[config.mk]
export PLATFORM = sky130hd
export DESIGN_NAME = cpu_ctrl_flat
export DESIGN_NICKNAME = d
export VERILOG_FILES = /design/src/rtl/cpu_ctrl_if.sv /design/src/rtl/cpu_ctrl.sv /design/src/flat_wrapper.sv
export SDC_FILE = /design/constraint.sdc
export NUM_CORES = 1
export LEC_CHECK = 0
export CAP_MARGIN = 20
export CORE_ASPECT_RATIO = 0.8
export CORE_MARGIN = 5
export CORE_UTILIZATION = 55
export CTS_CLUSTER_SIZE = 28
export DETAILED_ROUTE_END_ITERATION = 8
export MAX_ROUTING_LAYER = met4
export PLACE_DENSITY = 0.93
export SYNTH_ARGS = -nofsm -noshare
export SYNTH_HDL_FRONTEND = slang
export SYNTH_SLANG_ARGS = --single-unit
[constraint.sdc]
create_clock -name clk -period 5 [get_ports clk]
set_clock_uncertainty 0.1 [all_clocks]
set_input_delay 1 -clock clk [delete_from_list [all_inputs] [get_ports clk]]
set_output_delay 1 -clock clk [all_outputs]
set_load 0.1 [all_outputs]
[src/rtl/cpu_ctrl_if.sv]
// Memory handshake bundle between the CPU controller and its instruction/data memories.
interface cpu_ctrl_if;
    logic        imem_req;
    logic        imem_ack;
    logic [15:0] imem_rdata;
    logic        dmem_req;
    logic        dmem_we;
    logic        dmem_ack;

    // Controller side: issues requests, receives acks and fetched words.
    modport master (
        output imem_req,
        input  imem_ack,
        input  imem_rdata,
        output dmem_req,
        output dmem_we,
        input  dmem_ack
    );

    // Memory side: answers requests.
    modport slave (
        input  imem_req,
        output imem_ack,
        output imem_rdata,
        input  dmem_req,
        input  dmem_we,
        output dmem_ack
    );
endinterface

[src/rtl/cpu_ctrl.sv]
// Multi-cycle control unit for a 16-bit load/store CPU: sequences fetch, decode,
// execute, memory and write-back, drives the datapath strobes and owns pc/ir.
module cpu_ctrl #(
    parameter logic [15:0] RESET_PC   = 16'h0000,
    parameter int          WAIT_LIMIT = 15
) (
    input  logic              clk,
    input  logic              rst,
    input  logic              start,
    cpu_ctrl_if.master        mem,
    input  logic              alu_zero,
    output logic              mdr_load,
    output logic [15:0]       pc,
    output logic [3:0]        rf_rs_addr,
    output logic [3:0]        rf_rt_addr,
    output logic [3:0]        rf_rd_addr,
    output logic              rf_write_en,
    output logic              rf_wdata_sel,
    output logic [2:0]        alu_op,
    output logic              alu_src_imm,
    output logic [15:0]       imm,
    output logic              halted,
    output logic              fault
);

    localparam logic [2:0] S_IDLE   = 3'd0;
    localparam logic [2:0] S_FETCH  = 3'd1;
    localparam logic [2:0] S_DECODE = 3'd2;
    localparam logic [2:0] S_EXEC   = 3'd3;
    localparam logic [2:0] S_MEM    = 3'd4;
    localparam logic [2:0] S_WB     = 3'd5;
    localparam logic [2:0] S_HALT   = 3'd6;
    localparam logic [2:0] S_FAULT  = 3'd7;

    localparam logic [3:0] OP_ADD  = 4'h1;
    localparam logic [3:0] OP_SUB  = 4'h2;
    localparam logic [3:0] OP_AND  = 4'h3;
    localparam logic [3:0] OP_OR   = 4'h4;
    localparam logic [3:0] OP_XOR  = 4'h5;
    localparam logic [3:0] OP_ADDI = 4'h7;
    localparam logic [3:0] OP_LW   = 4'h8;
    localparam logic [3:0] OP_SW   = 4'h9;
    localparam logic [3:0] OP_BEQ  = 4'hA;
    localparam logic [3:0] OP_JMP  = 4'hB;
    localparam logic [3:0] OP_HALT = 4'hF;

    // Timeout fires when the counter already holds LIMIT-1 unacked cycles and the
    // current cycle is unacked too, so an ack on the limit cycle still wins.
    localparam bit          TIMEOUT_EN = (WAIT_LIMIT != 0);
    localparam logic [15:0] WAIT_LAST  = TIMEOUT_EN ? 16'(WAIT_LIMIT - 1) : 16'd0;

    logic [2:0]  state_q, state_d;
    logic [15:0] pc_q, pc_d;
    logic [15:0] ir_q, ir_d;
    logic [15:0] wait_q, wait_d;

    logic [3:0]  opcode;
    logic [15:0] br_off;
    logic [15:0] wait_inc;
    logic        wait_expired;

    assign opcode       = ir_q[15:12];
    assign br_off       = {{12{ir_q[11]}}, ir_q[11:8]};
    assign wait_inc     = (wait_q == 16'hFFFF) ? wait_q : wait_q + 16'd1;
    assign wait_expired = TIMEOUT_EN && (wait_q == WAIT_LAST);

    // Next-state, pc, ir and wait-counter logic; counter resets whenever a state is left or entered.
    always_comb begin
        state_d = state_q;
        pc_d    = pc_q;
        ir_d    = ir_q;
        wait_d  = 16'd0;
        case (state_q)
            S_IDLE: begin
                if (start) state_d = S_FETCH;
            end
            S_FETCH: begin
                if (mem.imem_ack) begin
                    ir_d    = mem.imem_rdata;
                    pc_d    = pc_q + 16'd1;
                    state_d = S_DECODE;
                end else if (wait_expired) begin
                    state_d = S_FAULT;
                end else begin
                    wait_d = wait_inc;
                end
            end
            S_DECODE: begin
                case (opcode)
                    OP_HALT: state_d = S_HALT;
                    OP_JMP: begin
                        pc_d    = {4'h0, ir_q[11:0]};
                        state_d = S_FETCH;
                    end
                    default: state_d = S_EXEC;
                endcase
            end
            S_EXEC: begin
                case (opcode)
                    OP_ADD, OP_SUB, OP_AND, OP_OR, OP_XOR, OP_ADDI: state_d = S_WB;
                    OP_LW, OP_SW: state_d = S_MEM;
                    OP_BEQ: begin
                        if (alu_zero) pc_d = pc_q + br_off;
                        state_d = S_FETCH;
                    end
                    default: state_d = S_FETCH;
                endcase
            end
            S_MEM: begin
                if (mem.dmem_ack) begin
                    state_d = (opcode == OP_LW) ? S_WB : S_FETCH;
                end else if (wait_expired) begin
                    state_d = S_FAULT;
                end else begin
                    wait_d = wait_inc;
                end
            end
            S_WB:    state_d = S_FETCH;
            S_HALT:  state_d = S_HALT;
            S_FAULT: state_d = S_FAULT;
            default: state_d = S_IDLE;
        endcase
    end

    // State registers with asynchronous active-low reset that also aborts any open handshake.
    always_ff @(posedge clk or negedge rst) begin
        if (!rst) begin
            state_q <= S_IDLE;
            pc_q    <= RESET_PC;
            ir_q    <= 16'h0000;
            wait_q  <= 16'd0;
        end else begin
            state_q <= state_d;
            pc_q    <= pc_d;
            ir_q    <= ir_d;
            wait_q  <= wait_d;
        end
    end

    // Handshake strobes and status flags decoded from the current state (mdr_load also needs the ack).
    always_comb begin
        mem.imem_req = 1'b0;
        mem.dmem_req = 1'b0;
        mem.dmem_we  = 1'b0;
        mdr_load     = 1'b0;
        rf_write_en  = 1'b0;
        rf_wdata_sel = 1'b0;
        halted       = 1'b0;
        fault        = 1'b0;
        case (state_q)
            S_FETCH: mem.imem_req = 1'b1;
            S_MEM: begin
                mem.dmem_req = 1'b1;
                mem.dmem_we  = (opcode == OP_SW);
                mdr_load     = (opcode == OP_LW) && mem.dmem_ack;
            end
            S_WB: begin
                rf_write_en  = 1'b1;
                rf_wdata_sel = (opcode == OP_LW);
            end
            S_HALT:  halted = 1'b1;
            S_FAULT: fault  = 1'b1;
            default: ;
        endcase
    end

    // ALU control follows ir so the operand/address path stays stable through MEM and WB.
    always_comb begin
        alu_op      = 3'b000;
        alu_src_imm = 1'b0;
        case (opcode)
            OP_ADD:       alu_op = 3'b000;
            OP_ADDI: begin
                alu_op      = 3'b000;
                alu_src_imm = 1'b1;
            end
            OP_SUB, OP_BEQ: alu_op = 3'b001;
            OP_AND:       alu_op = 3'b010;
            OP_OR:        alu_op = 3'b011;
            OP_XOR:       alu_op = 3'b100;
            OP_LW, OP_SW: alu_op = 3'b101;
            default:      alu_op = 3'b000;
        endcase
    end

    assign pc         = pc_q;
    assign rf_rs_addr = ir_q[7:4];
    assign rf_rt_addr = ir_q[3:0];
    assign rf_rd_addr = ir_q[11:8];
    assign imm        = {{12{ir_q[3]}}, ir_q[3:0]};

endmodule

[src/flat_wrapper.sv]
// flat-port wrapper written by rule: the top's interface ports become plain ports
module cpu_ctrl_flat 
#(
    parameter logic [15:0] RESET_PC   = 16'h0000,
    parameter int          WAIT_LIMIT = 15
)
  (clk, rst, start, alu_zero, mdr_load, pc, rf_rs_addr, rf_rt_addr, rf_rd_addr, rf_write_en, rf_wdata_sel, alu_op, alu_src_imm, imm, halted, fault, mem_imem_req, mem_imem_ack, mem_imem_rdata, mem_dmem_req, mem_dmem_we, mem_dmem_ack);
  cpu_ctrl_if mem_i ();
  input  logic clk;
  input  logic rst;
  input  logic start;
  input  logic alu_zero;
  output logic mdr_load;
  output logic [15:0] pc;
  output logic [3:0] rf_rs_addr;
  output logic [3:0] rf_rt_addr;
  output logic [3:0] rf_rd_addr;
  output logic rf_write_en;
  output logic rf_wdata_sel;
  output logic [2:0] alu_op;
  output logic alu_src_imm;
  output logic [15:0] imm;
  output logic halted;
  output logic fault;
  output wire logic [$bits(mem_i.imem_req)-1:0] mem_imem_req;
  input wire logic [$bits(mem_i.imem_ack)-1:0] mem_imem_ack;
  input wire logic [$bits(mem_i.imem_rdata)-1:0] mem_imem_rdata;
  output wire logic [$bits(mem_i.dmem_req)-1:0] mem_dmem_req;
  output wire logic [$bits(mem_i.dmem_we)-1:0] mem_dmem_we;
  input wire logic [$bits(mem_i.dmem_ack)-1:0] mem_dmem_ack;
  assign mem_imem_req = mem_i.imem_req;
  assign mem_i.imem_ack = mem_imem_ack;
  assign mem_i.imem_rdata = mem_imem_rdata;
  assign mem_dmem_req = mem_i.dmem_req;
  assign mem_dmem_we = mem_i.dmem_we;
  assign mem_i.dmem_ack = mem_dmem_ack;
  cpu_ctrl #(.RESET_PC(RESET_PC), .WAIT_LIMIT(WAIT_LIMIT)) u_core (.clk(clk), .rst(rst), .start(start), .mem(mem_i), .alu_zero(alu_zero), .mdr_load(mdr_load), .pc(pc), .rf_rs_addr(rf_rs_addr), .rf_rt_addr(rf_rt_addr), .rf_rd_addr(rf_rd_addr), .rf_write_en(rf_write_en), .rf_wdata_sel(rf_wdata_sel), .alu_op(alu_op), .alu_src_imm(alu_src_imm), .imm(imm), .halted(halted), .fault(fault));
endmodule
==> qor.json <==
{
  "grt_pass1_wl": {"value": 14200, "unit": "um"},
  "num_rows": {"value": 25},
  "drive_above_1_share": {"value": 8.88, "unit": "%"},
  "setup_tns": {"value": 0, "unit": "ns"},
  "cts.path.max_buffers": {"value": 2},
  "cp_cell_sequence": {"value": "nor3b_2 > and4_1 > clkdlybuf4s50_1"},
  "final.min_clock_period": {"value": 3.83, "unit": "ns"},
  "drt_wl_total": {"value": 8650, "unit": "um"},
  "antenna_left": {"value": 0},
  "postSynthAreaPerCell": {"value": 8.88, "unit": "um^2"},
  "global_route.usage.total": {"value": 22.5, "unit": "%"},
  "min_delay_worst_endpoint": {"value": "u_core.pc[0]"},
  "regToRegSetupSlack": {"value": 1.82, "unit": "ns"},
  "report.power.total": {"value": 716, "unit": "uW"},
  "route.met3.wl": {"value": 772, "unit": "um"},
  "detailedPlace.worstSlack": {"value": 1.52, "unit": "ns"},
  "min_delay_path_depth": {"value": 2},
  "p_leak": {"value": 1.72, "unit": "nW"},
  "multi_input_area": {"value": 1850, "unit": "um^2"},
  "worst_setup_path_end_kind": {"value": "output port"},
  "core_outline_area": {"value": 5970, "unit": "um^2"},
  "antenna_found_initial": {"value": 0},
  "post_cts_resize_count": {"value": 0},
  "run_status": {"value": "complete, no violations"},
  "timing.critical_path.buf_inv": {"value": 1},
  "fin_hold_ws": {"value": 0.436, "unit": "ns"},
  "place_inst": {"value": 499},
  "detailed_place_hpwl": {"value": 6090, "unit": "um"},
  "count_of_hold_fix_buffers_inserted_at_cts": {"value": 0},
  "first_global_vias": {"value": 2921},
  "regToRegStartpoint": {"value": "u_core.state_q[2]"},
  "mostFrequentLayoutCell": {"value": "sky130_fd_sc_hd__clkdlybuf4s50_1"},
  "die_h": {"value": 80.6, "unit": "um"},
  "cts_max_level": {"value": 2},
  "number_of_cells_on_the_worst_reg_to_reg_path": {"value": 8},
  "clock_insertion_delay_worst_skew": {"value": 0.31, "unit": "ns"},
  "post_cts_repair_timing_setup_buffer_count": {"value": 0},
  "reg2reg_to": {"value": "u_core.pc[15]"},
  "drt_drc_violations_left": {"value": 0},
  "fp.dieArea": {"value": 7920, "unit": "um^2"},
  "tritoncts_num_sinks": {"value": 51},
  "max-slew-margin-rel": {"value": 32.7, "unit": "%"},
  "synthesis_stage_register_bit_count": {"value": 51},
  "synth_sequential_area_ratio": {"value": 37.2, "unit": "%"},
  "gp_congestion": {"value": 0.935},
  "crit_path_max_fanout": {"value": 18},
  "crit_path_kind": {"value": "flip-flop to output port"},
  "final_worst_path_period_share": {"value": 76.6, "unit": "%"},
  "via_count": {"value": 3096},
  "max_cap_viol_count": {"value": 0},
  "mappedNetlistNets": {"value": 416},
  "antenna_cells": {"value": 0},
  "pwr_density_cell": {"value": 172, "unit": "nW/um^2"},
  "synthCells": {"value": 386},
  "buffers_added_on_ports": {"value": 77},
  "avgRoutedWirePerCell": {"value": 17.0, "unit": "um"},
  "nFillCells": {"value": 446},
  "initial_utilization": {"value": 57.4, "unit": "%"},
  "final_cell_mix": {"value": "sky130_fd_sc_hd__clkdlybuf4s50_1 (75), sky130_fd_sc_hd__dfrtp_1 (51), sky130_fd_sc_hd__nand2_1 (38), sky130_fd_sc_hd__nor2_1 (35), sky130_fd_sc_hd__a21oi_1 (23)"},
  "io_pins": {"value": 78},
  "synthToLayoutAreaGrowth": {"value": 21.5, "unit": "%"},
  "syn-cell-area": {"value": 3430, "unit": "um^2"},
  "numCtsBuffers": {"value": 5},
  "wl_met2": {"value": 4090, "unit": "um"},
  "storage_element_area": {"value": 1280, "unit": "um^2"},
  "clock-root-buffer": {"value": "sky130_fd_sc_hd__clkbuf_8"},
  "fin_nets": {"value": 457},
  "power.ir.vdd_worst": {"value": 0.000129, "unit": "V"},
  "timing.critical_path.slowest_stage_cell": {"value": "sky130_fd_sc_hd__clkdlybuf4s50_1"},
  "synth_cell_types": {"value": 57},
  "instances_no_fill": {"value": 509},
  "rsz0062_at_grt": {"value": "false"},
  "wp_data_required": {"value": 3.90, "unit": "ns"},
  "worst_hold_path_type": {"value": "flip-flop to flip-flop"},
  "max_slew.worst_pin.slew": {"value": 1.01, "unit": "ns"},
  "tritoncts": {"value": "done"},
  "detailedRoute.firstPassIterationCount": {"value": 5},
  "fmaxAchievable": {"value": 261, "unit": "MHz"},
  "grt_max_degree": {"value": 52},
  "max_stage_delay": {"value": 1.14, "unit": "ns"},
  "hold_violations": {"value": 0},
  "worstPathArrival": {"value": 2.73, "unit": "ns"},
  "most_frequently_used_flop_master_after_synthesis": {"value": "sky130_fd_sc_hd__dfrtp_1"},
  "worst_hold_startpoint": {"value": "u_core.pc[0]"},
  "clkTransAtPathRegs": {"value": 0.09, "unit": "ns"},
  "die_x": {"value": 98.3, "unit": "um"},
  "postSynth.asyncResetShare": {"value": 100, "unit": "%"},
  "vias_per_cell": {"value": 6.08},
  "setup_viol": {"value": 0},
  "crit_path_start_kind": {"value": "flip-flop"},
  "fin_ws": {"value": 1.17, "unit": "ns"},
  "route.layer.met1.wl": {"value": 3630, "unit": "um"},
  "detailedRoute.firstIterationViolations": {"value": 507},
  "path_delay_family": {"value": "buffers and inverters"},
  "yosysWarnings": {"value": 0},
  "top_layer_used": {"value": "met4"},
  "timing.final.max_slew_violations": {"value": 0},
  "grt-ovfl-total": {"value": 0},
  "number_of_flops_mapped_to_enable_cells_by_yosys": {"value": 0}
}
==> where the power goes <==
group / internal [mW] / switching, mW / leakage, nW
logic: 0.0188 / 0.0192 / 1.00
clock network: 0.127 / 0.138 / 0.0515
registers: 0.412 / 0.00159 / 0.669
total: 0.558 / 0.158 / 1.72
==> logic make-up after synthesis <==
logic type      Yosys count  synth area share [%]
compound gates           88                  16.9
xor+xnor                 15                  3.83
fa+ha+maj                 8                  3.14
buf+inv                  53                  8.98
flops                    51                  37.2
mux                      22                  7.01
simple gates            149                  22.9
==> cell usage after synthesis (2+ instances only) <==
cell | number | area, um^2
sky130_fd_sc_hd__dfrtp_1 | 51 | 1280
sky130_fd_sc_hd__nand2_1 | 38 | 143
sky130_fd_sc_hd__nor2_1 | 35 | 131
sky130_fd_sc_hd__buf_4 | 28 | 210
sky130_fd_sc_hd__a21oi_1 | 23 | 115
sky130_fd_sc_hd__mux2_2 | 16 | 180
sky130_fd_sc_hd__clkbuf_1 | 15 | 56.3
sky130_fd_sc_hd__nor3_1 | 10 | 50.1
sky130_fd_sc_hd__a21o_1 | 8 | 60.1
sky130_fd_sc_hd__a31oi_1 | 8 | 50.1
sky130_fd_sc_hd__nand2b_1 | 8 | 50.1
sky130_fd_sc_hd__nand4_1 | 8 | 50.1
sky130_fd_sc_hd__o21ai_0 | 8 | 40.0
sky130_fd_sc_hd__o22ai_1 | 8 | 50.1
sky130_fd_sc_hd__xor2_1 | 8 | 70.1
sky130_fd_sc_hd__and2_1 | 7 | 43.8
sky130_fd_sc_hd__ha_1 | 7 | 87.6
sky130_fd_sc_hd__xnor2_1 | 7 | 61.3
sky130_fd_sc_hd__a2bb2oi_1 | 6 | 52.6
sky130_fd_sc_hd__and3_1 | 6 | 37.5
sky130_fd_sc_hd__and4_1 | 6 | 52.6
sky130_fd_sc_hd__mux2i_1 | 6 | 60.1
sky130_fd_sc_hd__nor2b_1 | 6 | 37.5
sky130_fd_sc_hd__o21ai_1 | 6 | 30.0
sky130_fd_sc_hd__inv_1 | 5 | 18.8
sky130_fd_sc_hd__nand3_1 | 5 | 25.0
sky130_fd_sc_hd__a211oi_1 | 4 | 30.0
sky130_fd_sc_hd__nor3b_1 | 4 | 30.0
sky130_fd_sc_hd__buf_2 | 3 | 15.0
sky130_fd_sc_hd__nor4_1 | 3 | 18.8
sky130_fd_sc_hd__a22o_1 | 2 | 17.5
sky130_fd_sc_hd__a22oi_1 | 2 | 15.0
sky130_fd_sc_hd__a41oi_1 | 2 | 17.5
sky130_fd_sc_hd__inv_2 | 2 | 7.51
sky130_fd_sc_hd__nand3b_1 | 2 | 15.0
sky130_fd_sc_hd__or3_1 | 2 | 12.5
==> worst min-delay path: stages, from the launching register on <==
cell and delay [ns]:
sky130_fd_sc_hd__dfrtp_1 0.38, sky130_fd_sc_hd__nand2_1 0.06, sky130_fd_sc_hd__o21ai_1 0.06
==> stage by stage <==
stage | util, % | instance area (um^2)
6_report | 69.7 | 4160
3_5_place_dp | 67.4 | 4030
2_1_floorplan | - | 3440
4_1_cts | 69.1 | 4130
5_1_grt | 69.7 | 4160
3_3_place_gp | 67.4 | 4030
==> area by class of cell <==
cell class	count	share of cell area, %
Inverter	7	0.631
Sequential cell	51	30.7
Tap cell	81	2.43
Clock buffer	8	2.40
Multi-Input combinational cell	282	44.5
Timing Repair Buffer	80	19.4
==> routing by layer <==
layer | vias up | global-route usage (%)
met1 | 1464 | 29.5
li1 | 1449 | -
met2 | 163 | 35.9
met5 | - | -
met3 | 20 | 3.99
met4 | 0 | 6.68
==> flip-flops by register name (all words and copies together) (netlist names) <==
name and flops:
u_core.ir_q 16, u_core.pc 16, u_core.state_q 3, u_core.wait_q 16
==> how the worst max path moves through the flow <==
stage / from / to / slack, ns / depth (start not counted)
3_3_place_gp: u_core.state_q[2] / mem_dmem_we / 1.66 / 3
6_report: u_core.state_q[2] / mem_dmem_we / 1.17 / 3
4_1_cts: u_core.state_q[2] / mem_dmem_we / 1.18 / 3
2_1_floorplan: u_core.state_q[0] / rf_wdata_sel / 0.08 / 3
3_5_place_dp: u_core.state_q[2] / mem_dmem_we / 1.52 / 3
5_1_grt: u_core.state_q[2] / mem_dmem_we / 1.06 / 3
Power figures use the tool's default switching activity.
